File: src/rtl/write_buffer_pkg.sv
// Shared types and LINE_WORDS-derived widths for the posted write buffer.
`ifndef ADDR_WIDTH
`define ADDR_WIDTH 32
`endif

package write_buffer_pkg;

  localparam int WB_ADDR_W         = `ADDR_WIDTH;
  localparam int WB_LINE_WORDS     = 4;
  localparam int WB_BLOCK_OFFSET_W = $clog2(WB_LINE_WORDS);
  localparam int WB_LINE_ADDR_W    = WB_ADDR_W - 2 - WB_BLOCK_OFFSET_W;
  localparam int WB_LINE_DATA_W    = 32 * WB_LINE_WORDS;

  typedef enum logic [1:0] {
    IDLE = 2'd0,
    ADDR = 2'd1,
    DATA = 2'd2,
    RESP = 2'd3
  } wb_state_t;

  typedef struct packed {
    logic                      valid;
    logic [WB_LINE_ADDR_W-1:0] line_addr;
    logic [WB_LINE_DATA_W-1:0] line_data;
  } wb_entry_t;

endpackage

File: src/rtl/write_buffer_store.sv
// Circular line FIFO with push/pop plus a snoop CAM where the youngest match wins.
// WRITE_BUFFER_FWD_EN adds the matching line's data to the snoop result.
module write_buffer_store
  import write_buffer_pkg::*;
#(
  parameter int DEPTH = 4
) (
  input  logic                      clk,
  input  logic                      rst,
  input  logic                      push_i,
  input  logic [WB_LINE_ADDR_W-1:0] push_addr_i,
  input  logic [WB_LINE_DATA_W-1:0] push_data_i,
  input  logic                      pop_i,
  output logic                      full_o,
  output logic                      empty_o,
  output logic [WB_LINE_ADDR_W-1:0] head_addr_o,
  output logic [WB_LINE_DATA_W-1:0] head_data_o,
  input  logic [WB_LINE_ADDR_W-1:0] snoop_addr_i,
  output logic                      snoop_hit_o
`ifdef WRITE_BUFFER_FWD_EN
  ,
  output logic [WB_LINE_DATA_W-1:0] snoop_data_o
`endif
);

  localparam int PTR_W = $clog2(DEPTH);
  localparam int CNT_W = PTR_W + 1;

  wb_entry_t        entries_q [DEPTH];
  logic [PTR_W-1:0] head_q, tail_q;
  logic [CNT_W-1:0] count_q;
  logic [PTR_W-1:0] idx;

  always_ff @(posedge clk) begin
    if (rst) begin
      for (int i = 0; i < DEPTH; i++) entries_q[i].valid <= 1'b0;
      head_q  <= '0;
      tail_q  <= '0;
      count_q <= '0;
    end else begin
      if (push_i) begin
        entries_q[tail_q] <= '{valid: 1'b1, line_addr: push_addr_i, line_data: push_data_i};
        tail_q            <= tail_q + 1'b1;
      end
      if (pop_i) begin
        entries_q[head_q].valid <= 1'b0;
        head_q                  <= head_q + 1'b1;
      end
      count_q <= count_q + CNT_W'(push_i) - CNT_W'(pop_i);
    end
  end

  assign full_o      = (count_q == CNT_W'(DEPTH));
  assign empty_o     = (count_q == '0);
  assign head_addr_o = entries_q[head_q].line_addr;
  assign head_data_o = entries_q[head_q].line_data;

  // Walk oldest to youngest so a later match overrides an earlier one.
  always_comb begin
    snoop_hit_o = 1'b0;
    idx         = '0;
`ifdef WRITE_BUFFER_FWD_EN
    snoop_data_o = '0;
`endif
    for (int i = 0; i < DEPTH; i++) begin
      idx = head_q + PTR_W'(i);
      if (entries_q[idx].valid && (entries_q[idx].line_addr == snoop_addr_i)) begin
        snoop_hit_o = 1'b1;
`ifdef WRITE_BUFFER_FWD_EN
        snoop_data_o = entries_q[idx].line_data;
`endif
      end
    end
  end

endmodule

File: src/rtl/write_buffer.sv
// Posted write buffer draining dirty lines as in-order AXI bursts (AW, W beats, B).
// WRITE_BUFFER_FWD_EN exposes snoop_data for read-miss forwarding; otherwise the cache stalls on snoop_hit.
module write_buffer
  import write_buffer_pkg::*;
#(
  parameter int         DEPTH      = 4,
  parameter int         LINE_WORDS = WB_LINE_WORDS,
  parameter logic [3:0] AXI_ID     = 4'd0
) (
  input  logic                      clk,
  input  logic                      rst,
  input  logic                      wb_req_valid,
  output logic                      wb_req_ready,
  input  logic [WB_LINE_ADDR_W-1:0] wb_req_addr,
  input  logic [WB_LINE_DATA_W-1:0] wb_req_data,
  input  logic [WB_LINE_ADDR_W-1:0] snoop_addr,
  output logic                      snoop_hit,
`ifdef WRITE_BUFFER_FWD_EN
  output logic [WB_LINE_DATA_W-1:0] snoop_data,
`endif
  output logic                      wb_empty,
  output logic                      AWVALID,
  input  logic                      AWREADY,
  output logic [3:0]                AWID,
  output logic [3:0]                AWLEN,
  output logic [WB_ADDR_W-1:0]      AWADDR,
  output logic                      WVALID,
  input  logic                      WREADY,
  output logic                      WLAST,
  output logic [3:0]                WID,
  output logic [31:0]               WDATA,
  input  logic                      BVALID,
  output logic                      BREADY,
  input  logic [3:0]                BID
);

  localparam logic [WB_BLOCK_OFFSET_W-1:0] LAST_BEAT = WB_BLOCK_OFFSET_W'(LINE_WORDS - 1);

  wb_state_t                      state_q, state_d;
  logic [WB_BLOCK_OFFSET_W-1:0]   beat_q, beat_d;
  logic                           push, pop, full, empty;
  logic [WB_LINE_ADDR_W-1:0]      head_addr;
  logic [WB_LINE_DATA_W-1:0]      head_data;

  assign wb_req_ready = !full && !rst;
  assign push         = wb_req_valid && wb_req_ready;

  write_buffer_store #(.DEPTH(DEPTH)) u_store (
    .clk          (clk),
    .rst          (rst),
    .push_i       (push),
    .push_addr_i  (wb_req_addr),
    .push_data_i  (wb_req_data),
    .pop_i        (pop),
    .full_o       (full),
    .empty_o      (empty),
    .head_addr_o  (head_addr),
    .head_data_o  (head_data),
    .snoop_addr_i (snoop_addr),
    .snoop_hit_o  (snoop_hit)
`ifdef WRITE_BUFFER_FWD_EN
    ,
    .snoop_data_o (snoop_data)
`endif
  );

  always_ff @(posedge clk) begin
    if (rst) begin
      state_q <= IDLE;
      beat_q  <= '0;
    end else begin
      state_q <= state_d;
      beat_q  <= beat_d;
    end
  end

  // A push into an empty buffer starts the burst on the next cycle.
  always_comb begin
    state_d = state_q;
    beat_d  = beat_q;
    pop     = 1'b0;
    unique case (state_q)
      IDLE: if (!empty || push) state_d = ADDR;
      ADDR: if (AWREADY) begin
        state_d = DATA;
        beat_d  = '0;
      end
      DATA: if (WREADY) begin
        if (beat_q == LAST_BEAT) state_d = RESP;
        beat_d = beat_q + 1'b1;
      end
      RESP: if (BVALID && (BID == AXI_ID)) begin
        pop     = 1'b1;
        state_d = IDLE;
      end
      default: state_d = IDLE;
    endcase
  end

  assign wb_empty = empty && (state_q == IDLE);
  assign AWVALID  = (state_q == ADDR);
  assign AWID     = AXI_ID;
  assign AWLEN    = 4'(LINE_WORDS - 1);
  assign AWADDR   = {head_addr, {(WB_BLOCK_OFFSET_W + 2){1'b0}}};
  assign WVALID   = (state_q == DATA);
  assign WLAST    = (state_q == DATA) && (beat_q == LAST_BEAT);
  assign WID      = AXI_ID;
  assign WDATA    = head_data[{beat_q, 5'b0} +: 32];
  assign BREADY   = (state_q == RESP);

endmodule

File: config.mk
export PLATFORM = sky130hd
export DESIGN_NAME = write_buffer
export DESIGN_NICKNAME = d
export VERILOG_FILES = /design/src/rtl/write_buffer_pkg.sv /design/src/rtl/write_buffer_store.sv /design/src/rtl/write_buffer.sv
export SDC_FILE = /design/constraint.sdc
export NUM_CORES = 1
export LEC_CHECK = 0
export CORE_MARGIN = 2
export CORE_UTILIZATION = 46
export CTS_BUF_LIST = sky130_fd_sc_hd__clkbuf_4
export DETAILED_ROUTE_END_ITERATION = 6
export HOLD_SLACK_MARGIN = 0.1
export PLACE_DENSITY = 0.64
export SLEW_MARGIN = 15
export SYNTH_ARGS = -nofsm -noshare
export SYNTH_HDL_FRONTEND = slang
export SYNTH_SLANG_ARGS = --single-unit
File: constraint.sdc
create_clock -name clk -period 31.9 [get_ports clk]
set_clock_uncertainty 0.15 [all_clocks]
set_input_delay 6.38 -clock clk [delete_from_list [all_inputs] [get_ports clk]]
set_output_delay 6.38 -clock clk [all_outputs]
set_load 0.02 [all_outputs]
==> results_dict.tcl <==
set metrics [dict create \
    status "finished clean" \
    cts-resized-gates 0 \
    wl_per_cell_um 26.0 \
    ys_seq_area_share_pct 65.2 \
    cp.arrival_ns 9.53 \
    globalplace.congestion 0.933 \
    power_density_mw_per_mm2 53.0 \
    ys_ff_latch 641 \
    ys_warn_count 0 \
    fin_nets 2176 \
    worstPathMaxFanout 6 \
    core_mm2 0.0630 \
    gr-usage-all-layers_pct 23.3 \
    port_buffers 260 \
    grt_pass1_wl_um 113000 \
    synth_top_area_cell "edfxtp_1" \
    crit_family "buffers and inverters" \
    htree_levels 4 \
    io-pin-count 277 \
    drc 0 \
    cts_tree "done" \
    crit_path_frequent_cell "clkdlybuf4s50_1" \
    p_leak_nw 11.4 \
    fp.dieW_um 256 \
    rsz0062_at_grt "false" \
    hold_violations 0 \
    maxCapViolations 0 \
    cts_hold_buf 0 \
    rows 92 \
    synth_top_area_share_pct 64.1 \
    cp_data_required_time_ns 25.37 \
    hold_class "reg -> reg" \
    setup_viol 0 \
    clkSinkCount 641 \
    clk_latency_ns 0.94 \
    hpwl_um 47100 \
    tightest_slew_ns 1.15 \
    slew_headroom_pct 23.4 \
    synth_edf_count 624 \
    viasPerCell 5.79 \
    syn_avg_cell_area_um2 17.7 \
    final_util_pct 54.9 \
    dp_cells 2650 \
    layout_common_cells "edfxtp_1 (624), clkdlybuf4s50_1 (259), clkbuf_4 (221)" \
    critPathCaptureType "output pin" \
    fin_ws_ns 15.84 \
    fillCellCount 5052 \
    grt_pass1_vias 17600 \
    syn_inst 1650 \
    critical_path_class "in -> out" \
    clock_tree.root_cell "clkbuf_4" \
    synth_area_mm2 0.0293 \
    final_common_cell "edfxtp_1" \
    drt-initial-drc-count 1257 \
    place_area_mm2 0.0325 \
    cp_num_buf_inv 3 \
    synthTopCellsByArea "edfxtp_1 (64%), mux4_2 (16%), mux2i_1 (3.5%)" \
    multiInputGateArea_mm2 0.00942 \
    instances_no_fill 2935 \
    critPathLaunchType "input port" \
    die_height_um 256 \
    routed_wl_um 76400 \
    overflow 0 \
    cts_setup_buffers 0 \
    grt_max_degree 148 \
    drt_first_pass_iters 5 \
    design_area_mm2 0.0345 \
    fmax_ghz 0.0623 \
    cp_cell_sequence "clkdlybuf4s50_1 -> inv_1 -> xnor2_1 -> nor4_2 -> nand4_1 -> or4_1 -> nor4_1 -> a311o_1 -> clkdlybuf4s50_1" \
    ys.flop_type "edfxtp_1" \
    finalSetupTns_ns 0 \
    slew_violations 0 \
    initial_core_util_pct 46.5 \
    antenna_found_initial 12 \
    clkTransAtPathRegs_ns 0.06 \
    vias 17000 \
    peakVddDrop_mv 0.0281 \
    synth_cell_types 70 \
    drive_gt1_share_pct 24.2 \
    finalCriticalPeriod_ns 16.06 \
    critPathSlowestCell "clkdlybuf4s50_1" \
    fin_crit_sh_pct 50.3 \
    die_area_mm2 0.0656 \
    clockBufferDepth 3 \
    max_stage_delay_ns 0.70 \
    regArea_mm2 0.0191 \
    numCtsBuffers 163 \
    ant_nets 0 \
    dp_slack_ns 15.81 \
    ys_async_sr_fraction_pct 0 \
    areaGrowthSynthToFinish_pct 18.1 \
]
## worst paths after layout
check	startpoint	to	slack, ns	cells past startpoint
hold / removal	u_store.entries_q[0][156]	u_store.entries_q[0][156]	0.41	2
hold reg to reg	u_store.entries_q[0][156]	u_store.entries_q[0][156]	0.41	2
setup / recovery	snoop_addr[13]	snoop_hit	15.84	9
setup reg to reg	u_store.count_q[1]	u_store.entries_q[3][13]	27.85	7
## worst min-delay path: stages, from the launching register on
cell and delay (ns):
dfxtp_1 0.34, a21oi_1 0.13, a21oi_1 0.04
## cells by family (layout without fill, tap and decap cells)
kind of cell | after synthesis | count (layout) | share of synthesized area (%)
flops | 641 | 641 | 65.2
mux | 331 | 331 | 20.3
simple gates | 288 | 288 | 5.56
buf+inv | 167 | 585 | 2.90
compound gates | 126 | 126 | 3.00
xor+xnor | 82 | 82 | 2.45
fa+ha+maj | 13 | 13 | 0.582
other cells | 2 | 23 | 0.0257
## Yosys cell counts, drive strengths merged (12+ instances only)
cell type  number
xor2           19
inv            26
o21ai          22
edfxtp        624
clkbuf         78
nand2          36
and3          157
nand4          12
xnor2          63
mux2i         103
ha             12
nor2           38
dfxtp          17
mux4          206
o22ai          14
mux2           22
buf            62
a21oi          23
## per-stage QoR
step                      power [mW]  hold slack, ns
final                           1.83           0.410
after global routing            1.91           0.445
after CTS                       1.85           0.406
after detailed placement        1.16           0.393
after global placement          1.16           0.388
after floorplan                 1.08           0.356
## registers in the layout (all words and copies together), names as in the netlist, named ones only
register and count:
u_store.entries_q 628, u_store.tail_q 2, u_store.count_q 3, beat_q 2
u_store.head_q 2, state_q 2
## cell type report
| type | instances | area share (%) |
|---|---|---|
| Antenna cell | 7 | 0.0507 |
| Clock buffer | 221 | 4.80 |
| Clock inverter | 57 | 1.14 |
| Inverter | 27 | 0.293 |
| Multi-Input combinational cell | 856 | 27.3 |
| Sequential cell | 641 | 55.3 |
| Tap cell | 846 | 3.06 |
| Timing Repair Buffer | 280 | 8.11 |
## routing by layer
| metal | track usage (%) | vias up | share of wire (%) |
|---|---|---|---|
| met3 | 6.26 | 123 | 6.5 |
| met5 | 0 | - | 0.098 |
| met2 | 37.3 | 612 | 49 |
| met4 | 7.41 | 12 | 2.3 |
| li1 | - | 7463 | - |
| met1 | 31.2 | 8774 | 42 |
## where the power goes
group          leakage [nW]  switching, mW  internal (mW)
clock network          1.20          0.327          0.363
logic                  4.19          0.101         0.0806
registers              5.95        0.00830          0.950
total                  11.4          0.436           1.39
No activity file was read; power rests on OpenSTA's default activity.
